`src/rtl/pwm_gen_if.sv`:
```
// PWM output-stage bus: counter snapshot and shadow settings in, waveform and status out.
interface pwm_gen_if #(
    parameter int unsigned WIDTH = 16
) ();

    logic [WIDTH-1:0] count_val;
    logic [WIDTH-1:0] period;
    logic             upnotdown;
    logic             pwm_en;
    logic [1:0]       functions;
    logic [WIDTH-1:0] compare1;
    logic [WIDTH-1:0] compare2;
    logic             pwm_out;
    logic             period_start;
    logic             upd_pending;

    // Driver side: counter stage plus software registers.
    modport master (
        output count_val,
        output period,
        output upnotdown,
        output pwm_en,
        output functions,
        output compare1,
        output compare2,
        input  pwm_out,
        input  period_start,
        input  upd_pending
    );

    // PWM output stage.
    modport slave (
        input  count_val,
        input  period,
        input  upnotdown,
        input  pwm_en,
        input  functions,
        input  compare1,
        input  compare2,
        output pwm_out,
        output period_start,
        output upd_pending
    );

endinterface

```
`src/rtl/pwm_gen.sv`:
```
// PWM output stage: double-buffered compare/mode settings, registered waveform output.
module pwm_gen #(
    parameter int unsigned WIDTH      = 16,
    parameter logic        IDLE_LEVEL = 1'b0
) (
    input  logic      clk,
    input  logic      rst_n,
    pwm_gen_if.slave  pwm_io
);

    logic [WIDTH-1:0] prev_cnt_q, prev_cnt_d;
    logic [WIDTH-1:0] act_cmp1_q, act_cmp1_d;
    logic [WIDTH-1:0] act_cmp2_q, act_cmp2_d;
    logic [1:0]       act_func_q, act_func_d;
    logic             pwm_out_q, pwm_out_d;
    logic             period_start_q, period_start_d;
    logic             upd_pending_q, upd_pending_d;

    logic             chg;
    logic             bnd;
    logic             load;
    logic [WIDTH-1:0] eff_cmp1;
    logic [WIDTH-1:0] eff_cmp2;
    logic [1:0]       eff_func;
    logic             level;

    // Boundary detection, shadow selection, comparison and next-state.
    always_comb begin
        chg            = 1'b0;
        bnd            = 1'b0;
        load           = 1'b0;
        eff_cmp1       = act_cmp1_q;
        eff_cmp2       = act_cmp2_q;
        eff_func       = act_func_q;
        level          = 1'b0;
        prev_cnt_d     = pwm_io.count_val;
        act_cmp1_d     = act_cmp1_q;
        act_cmp2_d     = act_cmp2_q;
        act_func_d     = act_func_q;
        pwm_out_d      = IDLE_LEVEL;
        period_start_d = 1'b0;
        upd_pending_d  = 1'b0;

        // The prescaler holds values for many cycles, so only a value change can mark a boundary.
        chg  = (pwm_io.count_val != prev_cnt_q);
        bnd  = chg && ((pwm_io.upnotdown && (pwm_io.count_val == '0)) ||
                       (!pwm_io.upnotdown && (pwm_io.count_val == pwm_io.period)));
        load = bnd || !pwm_io.pwm_en;

        // Bypass the shadow on load so the first count of a new period uses the new settings.
        if (load) begin
            eff_cmp1   = pwm_io.compare1;
            eff_cmp2   = pwm_io.compare2;
            eff_func   = pwm_io.functions;
            act_cmp1_d = pwm_io.compare1;
            act_cmp2_d = pwm_io.compare2;
            act_func_d = pwm_io.functions;
        end

        if (eff_func[1]) begin
            level = (eff_cmp1 <= pwm_io.count_val) && (pwm_io.count_val < eff_cmp2);
        end else if (eff_func[0]) begin
            level = (pwm_io.count_val >= eff_cmp1);
        end else begin
            level = (pwm_io.count_val < eff_cmp1);
        end

        pwm_out_d      = pwm_io.pwm_en ? level : IDLE_LEVEL;
        period_start_d = bnd && pwm_io.pwm_en;
        upd_pending_d  = pwm_io.pwm_en && !load &&
                         ((pwm_io.compare1 != act_cmp1_q) ||
                          (pwm_io.compare2 != act_cmp2_q) ||
                          (pwm_io.functions != act_func_q));
    end

    // State and output registers.
    always_ff @(posedge clk or negedge rst_n) begin
        if (!rst_n) begin
            prev_cnt_q     <= '0;
            act_cmp1_q     <= '0;
            act_cmp2_q     <= '0;
            act_func_q     <= '0;
            pwm_out_q      <= IDLE_LEVEL;
            period_start_q <= 1'b0;
            upd_pending_q  <= 1'b0;
        end else begin
            prev_cnt_q     <= prev_cnt_d;
            act_cmp1_q     <= act_cmp1_d;
            act_cmp2_q     <= act_cmp2_d;
            act_func_q     <= act_func_d;
            pwm_out_q      <= pwm_out_d;
            period_start_q <= period_start_d;
            upd_pending_q  <= upd_pending_d;
        end
    end

    assign pwm_io.pwm_out      = pwm_out_q;
    assign pwm_io.period_start = period_start_q;
    assign pwm_io.upd_pending  = upd_pending_q;

endmodule
```
`src/flat_wrapper.sv`:
```
// flat-port wrapper written by rule: the top's interface ports become plain ports
module pwm_gen_flat 
#(
    parameter int unsigned WIDTH      = 16,
    parameter logic        IDLE_LEVEL = 1'b0
)
  (clk, rst_n, pwm_io_count_val, pwm_io_period, pwm_io_upnotdown, pwm_io_pwm_en, pwm_io_functions, pwm_io_compare1, pwm_io_compare2, pwm_io_pwm_out, pwm_io_period_start, pwm_io_upd_pending);
  pwm_gen_if #(.WIDTH(WIDTH)) pwm_io_i ();
  input  logic clk;
  input  logic rst_n;
  input wire logic [$bits(pwm_io_i.count_val)-1:0] pwm_io_count_val;
  input wire logic [$bits(pwm_io_i.period)-1:0] pwm_io_period;
  input wire logic [$bits(pwm_io_i.upnotdown)-1:0] pwm_io_upnotdown;
  input wire logic [$bits(pwm_io_i.pwm_en)-1:0] pwm_io_pwm_en;
  input wire logic [$bits(pwm_io_i.functions)-1:0] pwm_io_functions;
  input wire logic [$bits(pwm_io_i.compare1)-1:0] pwm_io_compare1;
  input wire logic [$bits(pwm_io_i.compare2)-1:0] pwm_io_compare2;
  output wire logic [$bits(pwm_io_i.pwm_out)-1:0] pwm_io_pwm_out;
  output wire logic [$bits(pwm_io_i.period_start)-1:0] pwm_io_period_start;
  output wire logic [$bits(pwm_io_i.upd_pending)-1:0] pwm_io_upd_pending;
  assign pwm_io_i.count_val = pwm_io_count_val;
  assign pwm_io_i.period = pwm_io_period;
  assign pwm_io_i.upnotdown = pwm_io_upnotdown;
  assign pwm_io_i.pwm_en = pwm_io_pwm_en;
  assign pwm_io_i.functions = pwm_io_functions;
  assign pwm_io_i.compare1 = pwm_io_compare1;
  assign pwm_io_i.compare2 = pwm_io_compare2;
  assign pwm_io_pwm_out = pwm_io_i.pwm_out;
  assign pwm_io_period_start = pwm_io_i.period_start;
  assign pwm_io_upd_pending = pwm_io_i.upd_pending;
  pwm_gen #(.WIDTH(WIDTH), .IDLE_LEVEL(IDLE_LEVEL)) u_core (.clk(clk), .rst_n(rst_n), .pwm_io(pwm_io_i));
endmodule
```
`config.mk`:
```
export PLATFORM = sky130hd
export DESIGN_NAME = pwm_gen_flat
export DESIGN_NICKNAME = d
export VERILOG_FILES = /design/src/rtl/pwm_gen_if.sv /design/src/rtl/pwm_gen.sv /design/src/flat_wrapper.sv
export SDC_FILE = /design/constraint.sdc
export NUM_CORES = 1
export LEC_CHECK = 0
export BUFFER_PORTS_ARGS = -buffer_cell sky130_fd_sc_hd__clkbuf_2
export CORE_UTILIZATION = 35
export CTS_CLUSTER_DIAMETER = 100
export DETAILED_ROUTE_END_ITERATION = 10
export GPL_TIMING_DRIVEN = 0
export PLACE_DENSITY = 0.61
export SLEW_MARGIN = 20
export SYNTH_ARGS = -nofsm -noshare
export SYNTH_HDL_FRONTEND = slang
export SYNTH_SLANG_ARGS = --single-unit
```
`constraint.sdc`:
```
create_clock -name clk -period 4 [get_ports clk]
set_input_delay 0.2 -clock clk [delete_from_list [all_inputs] [get_ports clk]]
set_output_delay 0.2 -clock clk [all_outputs]
set_load 0.01 [all_outputs]
```
# [Yosys cells after proc, flatten, opt, wreduce, memory -nomap -nowiden]
# Index checks and enable logic that the tools add are counted.
[totals] register_bits=53 latch_bits=0 mem_bits_rw=0 mem_bits_ro=0 input_bits=70 elab_cells=37 n_memories=0
[op_classes] addsub=0 mul=0 div_mod_pow=0 magnitude_cmp=4 n_eq_ne=5 shifts=0 mux=6 n_bitwise=0 reduce_logical=15
[ops] op="$ne 16x16->1" count=3
[ops] op="$lt 16x16->1" count=2
[ops] op="$mux 16" count=2
[ops] op="$eq 16x16->1" count=1
[ops] op="$ge 16x16->1" count=1
[ops] op="$le 16x16->1" count=1
[ops] op="$logic_not 16->1" count=1
[ops] op="$logic_and 1x1->1" count=7
[ops] op="$logic_or 1x1->1" count=4
[ops] op="$logic_not 1->1" count=3
[ops] op="$mux 1" count=3
[ops] op="$mux 2" count=1
[ops] op="$ne 2x2->1" count=1

# [Longest topological paths before layout]
# Gate-level depths: netlist of the first run.
[logic_depth] word_depth=10 mapped_depth=16 depth_no_buf=15

# [Worst setup path before layout of the first run]
# OpenSTA, ideal clock, no wires.
[synth_path] kind="input port to flip-flop" startpoint="in pwm_io_count_val[4]" endpoint="reg u_core.pwm_out_q (netlist: u_core.pwm_io.pwm_out)" arrival_time_ps=3415 required_time_ps=3899 slack_ps=484 stages=15 n_path_buf=1 path_cell_list="xor2_1 nor4_2 a41oi_1 a311o_1 nand2_4 buf_4 mux2i_1 ha_1 o21a_1 o21a_1 o31ai_1 a31oi_1 or3b_2 a211o_1 o32ai_1"
[synth_between] elab_chain_len=10
[synth_rtl] item="start, declared" line_no="flat_wrapper.sv:11" rtl="input wire logic [$bits(pwm_io_i.count_val)-1:0] pwm_io_count_val;"
[synth_rtl] item="$eq 16x16->1 / $logic_not 16->1 (equally long branches)" line_no="pwm_gen.sv:47, pwm_gen.sv:46"
[synth_rtl] item="$logic_and 1x1->1, on equally long branches" line_no="pwm_gen.sv:47, pwm_gen.sv:46"
[synth_rtl] item="$logic_or 1x1->1" line_no="pwm_gen.sv:46" rtl="bnd = chg && ((pwm_io.upnotdown && (pwm_io.count_val == '0)) ||"
[synth_rtl] item="$logic_and 1x1->1" line_no="pwm_gen.sv:46"
[synth_rtl] item="$logic_or 1x1->1" line_no="pwm_gen.sv:48" rtl="load = bnd || !pwm_io.pwm_en;"
[synth_rtl] item="$mux 16, on equally long branches"
[synth_rtl] item="$lt 16x16->1 (tied with other cells)" line_no="pwm_gen.sv:65" rtl="level = (pwm_io.count_val < eff_cmp1);"
[synth_rtl] item="$mux 1 / $logic_and 1x1->1 (equally long branches)" line_no="pwm_gen.sv:62, pwm_gen.sv:61"
[synth_rtl] item="$mux 1 (*)" line_no="pwm_gen.sv:60" rtl="if (eff_func[1]) begin"
[synth_rtl] item="$mux 1 (*)" line_no="pwm_gen.sv:68" rtl="pwm_out_d = pwm_io.pwm_en ? level : IDLE_LEVEL;"
[synth_rtl] item="named net u_core.pwm_out_d" line_no="pwm_gen.sv:15" rtl="logic pwm_out_q, pwm_out_d;"
[synth_rtl] item="end signal, assigned" line_no="pwm_gen.sv:91" rtl="pwm_out_q <= pwm_out_d;"
[synth_rtl] item="end, declared" line_no="pwm_gen.sv:15"
# Mark *: on every way through the listed nets, which the timed path passes. The rest lies on a longest branch.

# [Final worst setup path of the first run]
[layout_path] startpoint="reg u_core.prev_cnt_q[12]" endpoint="reg u_core.pwm_out_q (netlist: u_core.pwm_io.pwm_out)"
[layout_between] elab_chain_len=8
[layout_rtl] item="start, declared" line_no="pwm_gen.sv:11" rtl="logic [WIDTH-1:0] prev_cnt_q, prev_cnt_d;"
[layout_rtl] item="start signal, assigned" line_no="pwm_gen.sv:87" rtl="prev_cnt_q <= prev_cnt_d;"
[layout_rtl] item="$ne 16x16->1 (*)" line_no="pwm_gen.sv:45" rtl="chg = (pwm_io.count_val != prev_cnt_q);"
[layout_rtl] item="$logic_and 1x1->1 (*)" line_no="pwm_gen.sv:46"
[layout_rtl] item="$logic_or 1x1->1 (*)" line_no="pwm_gen.sv:48"
[layout_rtl] item="$mux 16, on equally long branches"
[layout_rtl] item="$lt 16x16->1 (tied with other cells)" line_no="pwm_gen.sv:65"
[layout_rtl] item="$mux 1 / $logic_and 1x1->1 (equally long branches)" line_no="pwm_gen.sv:62, pwm_gen.sv:61"
[layout_rtl] item="$mux 1 (*)" line_no="pwm_gen.sv:60"
[layout_rtl] item="$mux 1 (*)" line_no="pwm_gen.sv:68"
[layout_rtl] item="named net u_core.pwm_out_d" line_no="pwm_gen.sv:15"
# Marks and branches as above.

==> out/qor.yml, run 1 <==
yosys.area.top_type: "dfrtp_1"
grt_max_degree: 54
p_switching_mw: 0.396
grt_pass1_wl_um: 13500
ios: 73
p_int_mw: 0.868
die_area_um2: 10100
end_kind: "flip-flop"
via_count: 2537
skew_ps: 4.57
clockRootBuffer: "clkbuf_8"
seqPwrFrac: 0.482
via_per_inst: 4.86
ir_worst_vdd_mv: 0.131
cts_buffers: 5
postRouteAntennaNets: 0
synthArstFlopShare: 1.00
crit_fanout: 10
mostFrequentLayoutCells: "71 x clkbuf_2, 53 x dfrtp_1, 44 x xor2_1, 32 x inv_1, 31 x ha_1"
diodes: 0
comb_power_share: 0.281
p_leak_nw: 1.99
ys_types: 39
synth_area_um2: 3400
grtUsageMet3: 0.0250
area_growth_pct: 19.3
cp-start-kind: "flip-flop"
syn_inst: 311
h-tree-depth: 2
start_util: 0.365
use_met2: 0.291
hold_path.class: "input port to flip-flop"
worstPathRequired_ps: 4210
io_buffers: 72
regArea_um2: 1330
drt_wl_total_um: 8370
synth_edf_count: 0
place_area_um2: 3930
fp.dieH_um: 101
multi_input_area_um2: 1970
ys_ff_latch: 53
overflow: 0
drt_iter0_drc: 42
pwr-share-clk: 0.237
yosys_warnings: 0
holdWs_ps: 99.5
drc: 0
slew_headroom: 0.513
power.total_mw: 1.26
hold_viol: 0
cts_sinks: 53
grtUsageTotal: 0.177
finish.instance_area_um2: 4060
final-setup-viol-count: 0
dpl.hpwl_um: 6680
num_rows: 35
cts_buffer_depth: 2
yosys-top-cells-area: "dfrtp_1 39%, ha_1 11%, xor2_1 11%"
clkLatencyLatePin_ps: 310
grt_pass1_vias: 2644
syn_avg_cell_area_um2: 10.9
cts_tree: "yes"
yosysTopAreaCellShare: 0.390
slew_violations: 0
grt_busiest_layer: "met2"
p_sw_frac: 0.313
min_period_over_period: 0.942
maxCapViolations: 0
max_freq_ghz: 0.265
routedWlPerCell_um: 16.0
tightestPinTransition_ps: 731
coreArea_um2: 9330
final_common_cell: "clkbuf_2"
grtUsageMet1: 0.240
gp_congestion: 0.841
synth_ff_type: "dfrtp_1"
cts.clk_slew.worst_paths_ps: 90
criticalPathCategory: "flip-flop to flip-flop"
nFillCells: 933
syn-num-nets: 412
synth-seq-area-share: 0.390
fp.dieW_um: 101
rsz0062_at_grt: "no"
power_density_nw_per_um2: 311
fin_crit_ps: 3770
drt_pre_antenna_iters: 4
grt_antenna_before_repair: 0
drive_gt1_frac: 0.277
fin_nets: 493
worstPathArrival_ps: 3980
outcome: "finished clean"
## through the flow
| stage | TNS, ps | cells | setup slack, ps | util |
|---|---|---|---|---|
| finish | 0 | 522 | 232 | 0.436 |
| global route | 0 | 522 | 27.5 | 0.436 |
| CTS | 0 | 521 | 22.4 | 0.431 |
| detailed placement | -288 | 512 | -288 | 0.421 |
| global placement | -291 | 512 | -291 | 0.421 |
| floorplan | 0 | 311 | 484 | - |
## Yosys cell counts (2+ instances only)
cell / n
dfrtp_1: 53
xor2_1: 44
inv_1: 32
ha_1: 31
xnor2_1: 23
mux2i_1: 17
mux2_2: 14
nand4_1: 13
nor4_1: 13
nor2_1: 9
o21ai_0: 7
a21oi_1: 6
mux2_1: 5
nand3_1: 4
nor4_2: 4
a21o_1: 3
buf_4: 3
nor2b_1: 3
a211oi_1: 2
a41oi_1: 2
nand2_1: 2
nand2b_1: 2
nor3_1: 2
o21a_1: 2
## registers in the layout, summed over array words and instances (netlist names)
| name | count |
|---|---|
| u_core.act_cmp1_q | 16 |
| u_core.act_cmp2_q | 16 |
| u_core.act_func_q | 2 |
| u_core.prev_cnt_q | 16 |
| u_core.pwm_io.period_start | 1 |
| u_core.pwm_io.pwm_out | 1 |
| u_core.pwm_io.upd_pending | 1 |
## kinds of logic after synthesis
logic type      share of synthesized area
xor+xnor                            0.172
simple gates                        0.102
flops                               0.390
mux                                 0.117
buf+inv                            0.0419
compound gates                     0.0628
fa+ha+maj                           0.114
## worst paths after layout
kind	cells past startpoint	from	endpoint	slack, ps
max in group asynchronous	2	rst_n	u_core.act_cmp1_q[14]	3020
max reg2reg	14	u_core.prev_cnt_q[12]	u_core.pwm_io.pwm_out	230
min in group asynchronous	2	rst_n	u_core.act_cmp2_q[8]	510
max	14	u_core.prev_cnt_q[12]	u_core.pwm_io.pwm_out	230
min reg2reg	1	u_core.act_cmp1_q[11]	u_core.act_cmp1_q[11]	560
min	1	pwm_io_count_val[5]	u_core.prev_cnt_q[5]	100
## routing by layer
layer | up-vias | wire, µm
met4 | 0 | 181
met5 | - | 0
met1 | 1216 | 3920
li1 | 1252 | -
met3 | 13 | 317
met2 | 56 | 3950
## final cells by class
| type | instances | share of cell area |
|---|---|---|
| multi-input cells | 223 | 0.484 |
| flip-flops and latches | 53 | 0.326 |
| repair buffers | 74 | 0.0936 |
| well taps | 129 | 0.0397 |
| inverters | 32 | 0.0296 |
| clock buffers | 6 | 0.0179 |
| plain buffers | 3 | 0.00647 |
| clock inverters | 2 | 0.00246 |
## power by group through the flow
stage          combinational, mW  clock, mW  sequential, mW
2_1_floorplan              0.214          0           0.616
5_1_grt                    0.400      0.329           0.615
3_5_place_dp               0.346          0           0.619
3_3_place_gp               0.337          0           0.617
6_report                   0.355      0.300           0.609
4_1_cts                    0.350      0.308           0.609
## worst max-delay path, cell delays in order, from the launching register on
cell and delay (ps):
dfrtp_1 380, xor2_1 170, nor4_2 350, a311o_1 330, nand2_4 140, buf_6 190, mux2_1 350, ha_1 300
a211oi_1 250, nor2_1 110, nor4_1 250, o22ai_1 150, o211a_1 180, a211o_1 290, o32ai_2 230
## repair_timing
| action | in CTS | in global routing |
|---|---|---|
| endpoints found under the hold margin | 3 | 0 |
| setup endpoints to repair | 0 | 1 |
| buffers inserted | 0 | 1 |
| resized for setup | 0 | 7 |
| hold buffers | 1 | 0 |
Power figures use the tool's default switching activity.
==> inputs of run 2 (changes only) <==
--- a/config.mk
+++ b/config.mk
@@ -11,7 +11,7 @@
 export DETAILED_ROUTE_END_ITERATION = 10
 export GPL_TIMING_DRIVEN = 0
 export PLACE_DENSITY = 0.61
-export SLEW_MARGIN = 20
+export SLEW_MARGIN = 10
 export SYNTH_ARGS = -nofsm -noshare
 export SYNTH_HDL_FRONTEND = slang
 export SYNTH_SLANG_ARGS = --single-unit
==> constraint.sdc (replaced) <==
create_clock -name clk -period 4 [get_ports clk]
set_input_delay 1 -clock clk [delete_from_list [all_inputs] [get_ports clk]]
set_output_delay 1 -clock clk [all_outputs]
set_load 0.01 [all_outputs]
==> run 2 against run 1 <==
The flow now finishes with violations (negative setup slack); cell count increased by 2.3%; combinational power increased by 18%; count of clock-buffer cells in the layout increased by 1; worst setup slack got worse by 610 ps; sequential power about the same; clock power increased by 27%; global-route usage increased by 0.10 points; power increased by 12%; sequential cell count unchanged; non-clock buffer count increased by 12.
==> out/qor.yml, run 2 (synthesis gave the netlist of run 1 again) <==
hold_path.class: "flip-flop to flip-flop"
cts_sinks: 53  # unchanged
final-setup-viol-count: 1  # +1
io_buffers: 72  # unchanged
seqPwrFrac: 0.432  # -0.050
num_rows: 35  # unchanged
r2r-start: "u_core.prev_cnt_q[12]"
fin_util: 0.491  # +0.0559
slew_violations: 0  # unchanged
p_switching_mw: 0.417  # +5.4%
criticalPathCategory: "input port to flip-flop"
failed_checks: "negative setup slack"
final_cells: 534  # +2.3%
p_sw_frac: 0.296  # -0.0172
gp_congestion: 0.824  # -2.0%
r2r_end: "u_core.pwm_io.pwm_out"
cts.clk_slew.worst_paths_ps: 100  # about the same
power.total_mw: 1.41  # +12%
hold_viol: 0  # unchanged
area_growth_pct: 34.7
drt_wl_total_um: 8590  # +2.6%
maxCapViolations: 0  # unchanged
overflow: 0  # unchanged
routedWlPerCell_um: 16.1  # +0.31%
h-tree-depth: 2  # unchanged
coreArea_um2: 9330  # unchanged
final_common_cell: "clkbuf_2"
cts_buffers: 5  # unchanged
diodes: 0  # unchanged
whs_endpoint: "u_core.act_cmp2_q[8]"
postRouteAntennaNets: 0  # unchanged
worstPathRequired_ps: 4220  # about the same
grt_max_degree: 54  # unchanged
fin_crit_ps: 4380  # +609 ps
clockRootBuffer: "clkbuf_8"
ff2ff_path_depth: 14  # unchanged
drc: 0  # unchanged
skew_ps: 17.9  # +13.3 ps
grtUsageTotal: 0.178  # +0.00101
via_per_inst: 4.81  # -1.1%
worst_slack_ps: -377  # -609 ps
cts_tree: "yes"
tightestPinTransition_ps: 742  # +11.4 ps
outcome: "finished, violations left"
clkLatencyLatePin_ps: 320  # about the same
die_area_um2: 10100  # unchanged
fp.dieH_um: 101  # unchanged
min_period_over_period: 1.09  # +0.152
rsz0062_at_grt: "yes"
postCtsHoldBufs: 0  # -1
dp_cells: 512  # unchanged
crit_fanout: 7  # -3
drt_pre_antenna_iters: 4  # unchanged
p_leak_nw: 2.13  # +7.1%
hold_depth: 2  # +1
cp-start-kind: "input port"
ir_worst_vdd_mv: 0.143  # +9.5%
grt_antenna_before_repair: 0  # unchanged
dpl.hpwl_um: 6500  # -2.7%
grt_pass1_vias: 2635  # -0.34%
slew_headroom: 0.505  # -0.00758
drt_iter0_drc: 118  # +180%
start_util: 0.365  # unchanged
drive_gt1_frac: 0.358  # +0.0807
cts_buffer_depth: 2  # unchanged
regToRegSetupSlack_ps: 60  # -170 ps
holdCritStartpoint: "u_core.act_cmp2_q[8]"
ios: 73  # unchanged
via_count: 2567  # +1.2%
comb_power_share: 0.297  # +0.016
biggestRegsByFlops: "u_core.act_cmp1_q: 16 flops, u_core.act_cmp2_q: 16 flops, u_core.prev_cnt_q: 16 flops"
p_int_mw: 0.993  # +14%
pwr-share-clk: 0.270  # +0.033
grt_pass1_wl_um: 13500  # +0.41%
power_density_nw_per_um2: 308  # -1.2%
mostFrequentLayoutCells: "54 x clkbuf_2, 53 x dfrtp_1, 34 x xor2_1, 32 x inv_1, 30 x ha_1"
fin_nets: 505  # +2.4%
worstPathArrival_ps: 4600  # +620 ps
end_kind: "flip-flop"
max_freq_ghz: 0.228  # -14%
fp.dieW_um: 101  # unchanged
==> run 2: changes by cell type in the layout (fill, tap and decap cells not counted), moves of 4 or more <==
| cell | delta |
|---|---|
| mux2i_1 | -4 |
| nor4_4 | +6 |
| xor2_2 | +6 |
| buf_4 | +16 |
| buf_6 | +6 |
| xor2_4 | +4 |
| clkbuf_2 | -17 |
| xor2_1 | -10 |
| buf_12 | +5 |
==> run 2: final cells by class <==
cell class,count,area [µm²]
inverter,32,120
timing repair buffer,86,592
multi-input combinational,223,2230
clock inverter,1,30.0
clock buffer,7,86.3
tap,129,161
buffer,3,42.5
fill,862,4740
sequential,53,1330
==> run 2: what timing repair did <==
action	4_1_cts	5_1_grt
setup buffers	5	9
gates resized for setup	14	91
pin swaps	3	27
gates cloned	0	0
endpoints found under the setup margin	1	1
==> run 2: worst max path at each step <==
stage | endpoint | depth (start not counted) | start | slack [ps]
detailed placement | u_core.pwm_io.pwm_out | 16 | pwm_io_count_val[13] | -970
global route | u_core.pwm_io.pwm_out | 16 | pwm_io_count_val[7] | -500
CTS | u_core.pwm_io.pwm_out | 16 | pwm_io_count_val[6] | -440
floorplan | u_core.pwm_io.pwm_out | 15 | pwm_io_count_val[4] | -180
global placement | u_core.pwm_io.pwm_out | 16 | pwm_io_count_val[13] | -960
finish | u_core.pwm_io.pwm_out | 16 | pwm_io_count_val[11] | -380
==> run 2: power groups by stage <==
stage | Combinational, mW | Sequential [mW] | Clock [mW]
6_report | 0.419 | 0.610 | 0.381
5_1_grt | 0.466 | 0.616 | 0.408
4_1_cts | 0.366 | 0.609 | 0.392
3_5_place_dp | 0.347 | 0.619 | 0
3_3_place_gp | 0.340 | 0.616 | 0
2_1_floorplan | 0.217 | 0.616 | 0
==> run 2: worst max-delay path, stage by stage <==
cell and delay [ps]:
buf_4 160, xor2_2 200, nor4_4 280, a41oi_2 150, a311o_1 340, nand2_4 140
buf_12 150, mux2i_4 220, ha_1 250, o21a_1 180, o21a_1 190, o31ai_2 250
a31oi_1 90, or3b_4 400, a211o_1 300, o32ai_2 290
==> run 2: per-layer routing <==
layer | track usage | vias to the layer above | part of all wire | wire length, µm
li1 | - | 1273 | - | -
met1 | 0.237 | 1224 | 0.46 | 3920
met2 | 0.300 | 64 | 0.49 | 4210
met3 | 0.0277 | 6 | 0.042 | 359
met4 | 0.0524 | 0 | 0.011 | 98
met5 | 0 | - | 0 | 0
==> run 2: metrics by stage <==
step	TNS (ps)	hold WS, ps	setup slack (ps)	instance area [µm²]
after floorplan	-178	497	-178	3420
after global placement	-964	516	-964	3940
after detailed placement	-968	525	-968	3950
after CTS	-438	553	-438	4160
after global routing	-504	574	-504	4580
final	-377	544	-377	4580
==> inputs of run 3 (changes only) <==
==> constraint.sdc (replaced) <==
create_clock -name clk -period 4.3 [get_ports clk]
set_input_delay 1.075 -clock clk [delete_from_list [all_inputs] [get_ports clk]]
set_output_delay 1.075 -clock clk [all_outputs]
set_load 0.01 [all_outputs]
==> run 3 against run 2 <==
The run still ends with negative setup slack left; clock skew fell by 9.5 ps; global-route usage rose by 0.83 points; hold slack improved by 2.3 ps; critical endpoint unchanged.
==> out/qor.yml, run 3 (synthesis gave the netlist of run 1 again) <==
hold_path.class: "flip-flop to flip-flop"
drive_gt1_frac: 0.327  # -0.0313
final_common_cell: "clkbuf_2"
dp_cells: 512  # unchanged
fin_util: 0.464  # -0.0279
p_leak_nw: 2.03  # -4.8%
num_rows: 35  # unchanged
clkLatencyLatePin_ps: 310  # about the same
postCtsHoldBufs: 0  # unchanged
worstPathArrival_ps: 4610  # about the same
min_period_over_period: 1.02
slew_headroom: 0.502  # -0.00307
io_buffers: 72  # unchanged
grt_antenna_before_repair: 0  # unchanged
cts_sinks: 53  # unchanged
coreArea_um2: 9330  # unchanged
area_growth_pct: 27.0
via_per_inst: 4.91  # +2.1%
worst_slack_ps: -94.1  # +283 ps
finalSetupTns_ps: -94.1  # +283 ps
outcome: "finished, violations left"
tightestPinTransition_ps: 747  # +4.60 ps
criticalPathCategory: "input port to flip-flop"
biggestRegsByFlops: "u_core.act_cmp1_q: 16 flops, u_core.act_cmp2_q: 16 flops, u_core.prev_cnt_q: 16 flops"
ff2ff_path_depth: 15  # +1
skew_ps: 8.39  # -9.52 ps
drt_iter0_drc: 145  # +23%
grt_pass1_vias: 2748  # +4.3%
fin_nets: 501  # -0.79%
drc: 0  # unchanged
cts_buffer_depth: 2  # unchanged
power_density_nw_per_um2: 283  # -7.9%
overflow: 0  # unchanged
worstPathRequired_ps: 4520  # +300 ps
dp_slack_ps: -741  # +227 ps
final-setup-viol-count: 1  # unchanged
nFillCells: 898  # +4.2%
clockRootBuffer: "clkbuf_8"
grt_max_degree: 54  # unchanged
crit_fanout: 6  # -1
die_area_um2: 10100  # unchanged
grtUsageTotal: 0.187  # +0.00831
maxCapViolations: 0  # unchanged
grt_pass1_wl_um: 14100  # +4.5%
failed_checks: "negative setup slack"
fp.dieH_um: 101  # unchanged
cts.clk_slew.worst_paths_ps: 100  # about the same
fin_crit_ps: 4390
cts_tree: "yes"
power.total_mw: 1.22  # -13%
ios: 73  # unchanged
cts_buffers: 5  # unchanged
hold_viol: 0  # unchanged
regArea_um2: 1330  # unchanged
start_util: 0.365  # unchanged
drt_pre_antenna_iters: 4  # unchanged
ir_worst_vdd_mv: 0.143  # -0.22%
dpl.hpwl_um: 6810  # +4.8%
rsz0062_at_grt: "yes"
hold_depth: 2  # unchanged
routedWlPerCell_um: 16.7  # +3.9%
mostFrequentLayoutCells: "62 x clkbuf_2, 53 x dfrtp_1, 44 x xor2_1, 32 x inv_1, 28 x ha_1"
postRouteAntennaNets: 0  # unchanged
multi_input_area_um2: 2100  # -5.7%
max_freq_ghz: 0.228
diodes: 0  # unchanged
end_kind: "flip-flop"
cp-start-kind: "input port"
via_count: 2601  # +1.3%
drt_wl_total_um: 8860  # +3.1%
slew_violations: 0  # unchanged
h-tree-depth: 2  # unchanged
gp_congestion: 0.883  # +7.2%
fp.dieW_um: 101  # unchanged
final_cells: 530  # -0.75%
run 3: cell types whose count changed in the layout (fill, tap and decap cells not counted), moves of 6 or more:
cell      before  now
buf_6          7    1
buf_4         19   11
xor2_1        34   44
clkbuf_2      54   62
nor4_4         6    0
xor2_2         6    0
run 3: critical path: stages:
cell	delay, ps
clkbuf_4	160
xor2_1	180
nor4_2	340
a41oi_1	160
a311o_1	340
nand2_4	150
buf_12	140
mux2i_4	250
ha_4	230
o21a_1	180
o21a_1	190
o31ai_2	250
a31oi_1	80
or3b_4	370
a211o_1	300
o32ai_2	200
run 3: layout make-up:
type / instances / share of cell area
sequential: 53 / 0.307
buffer: 3 / 0.0116
tap: 129 / 0.0373
inverter: 32 / 0.0278
timing repair buffer: 82 / 0.111
multi-input combinational: 223 / 0.485
clock inverter: 2 / 0.00347
clock buffer: 6 / 0.0168
run 3: timing repair:
action	4_1_cts	5_1_grt
resized for setup	29	18
setup endpoints to repair	1	1
setup buffers	9	1
pin swaps	6	6
run 3: worst paths after layout:
| check | from | end | slack (ps) |
|---|---|---|---|
| worst min register to register | u_core.act_cmp2_q[9] | u_core.act_cmp2_q[9] | 550 |
| worst min-delay path | u_core.act_cmp2_q[9] | u_core.act_cmp2_q[9] | 550 |
| min in group asynchronous | rst_n | u_core.act_cmp1_q[14] | 850 |
| worst max-delay path | pwm_io_count_val[3] | u_core.pwm_io.pwm_out | -90 |
| max in group asynchronous | rst_n | u_core.pwm_io.pwm_out | 2960 |
| worst max register to register | u_core.prev_cnt_q[0] | u_core.pwm_io.pwm_out | 630 |
run 3: metal layers:
metal,wire [µm],global-route usage,vias to the layer above
met5,0,0,-
met2,4460,0.326,70
met4,172,0.0624,0
met1,3880,0.237,1241
li1,-,-,1280
met3,345,0.0264,10
run 3: metrics by stage:
step	instance area [µm²]	hold WS (ps)
2_1_floorplan	3410	497
3_3_place_gp	3940	517
3_5_place_dp	3940	527
4_1_cts	4230	551
5_1_grt	4320	578
6_report	4320	546
run 3: power by group:
part	total, mW	leakage [nW]	switching [mW]	internal, mW
clock network	0.282	0.0374	0.167	0.115
logic	0.372	1.37	0.192	0.181
registers	0.570	0.623	0.0294	0.540
total	1.22	2.03	0.388	0.836
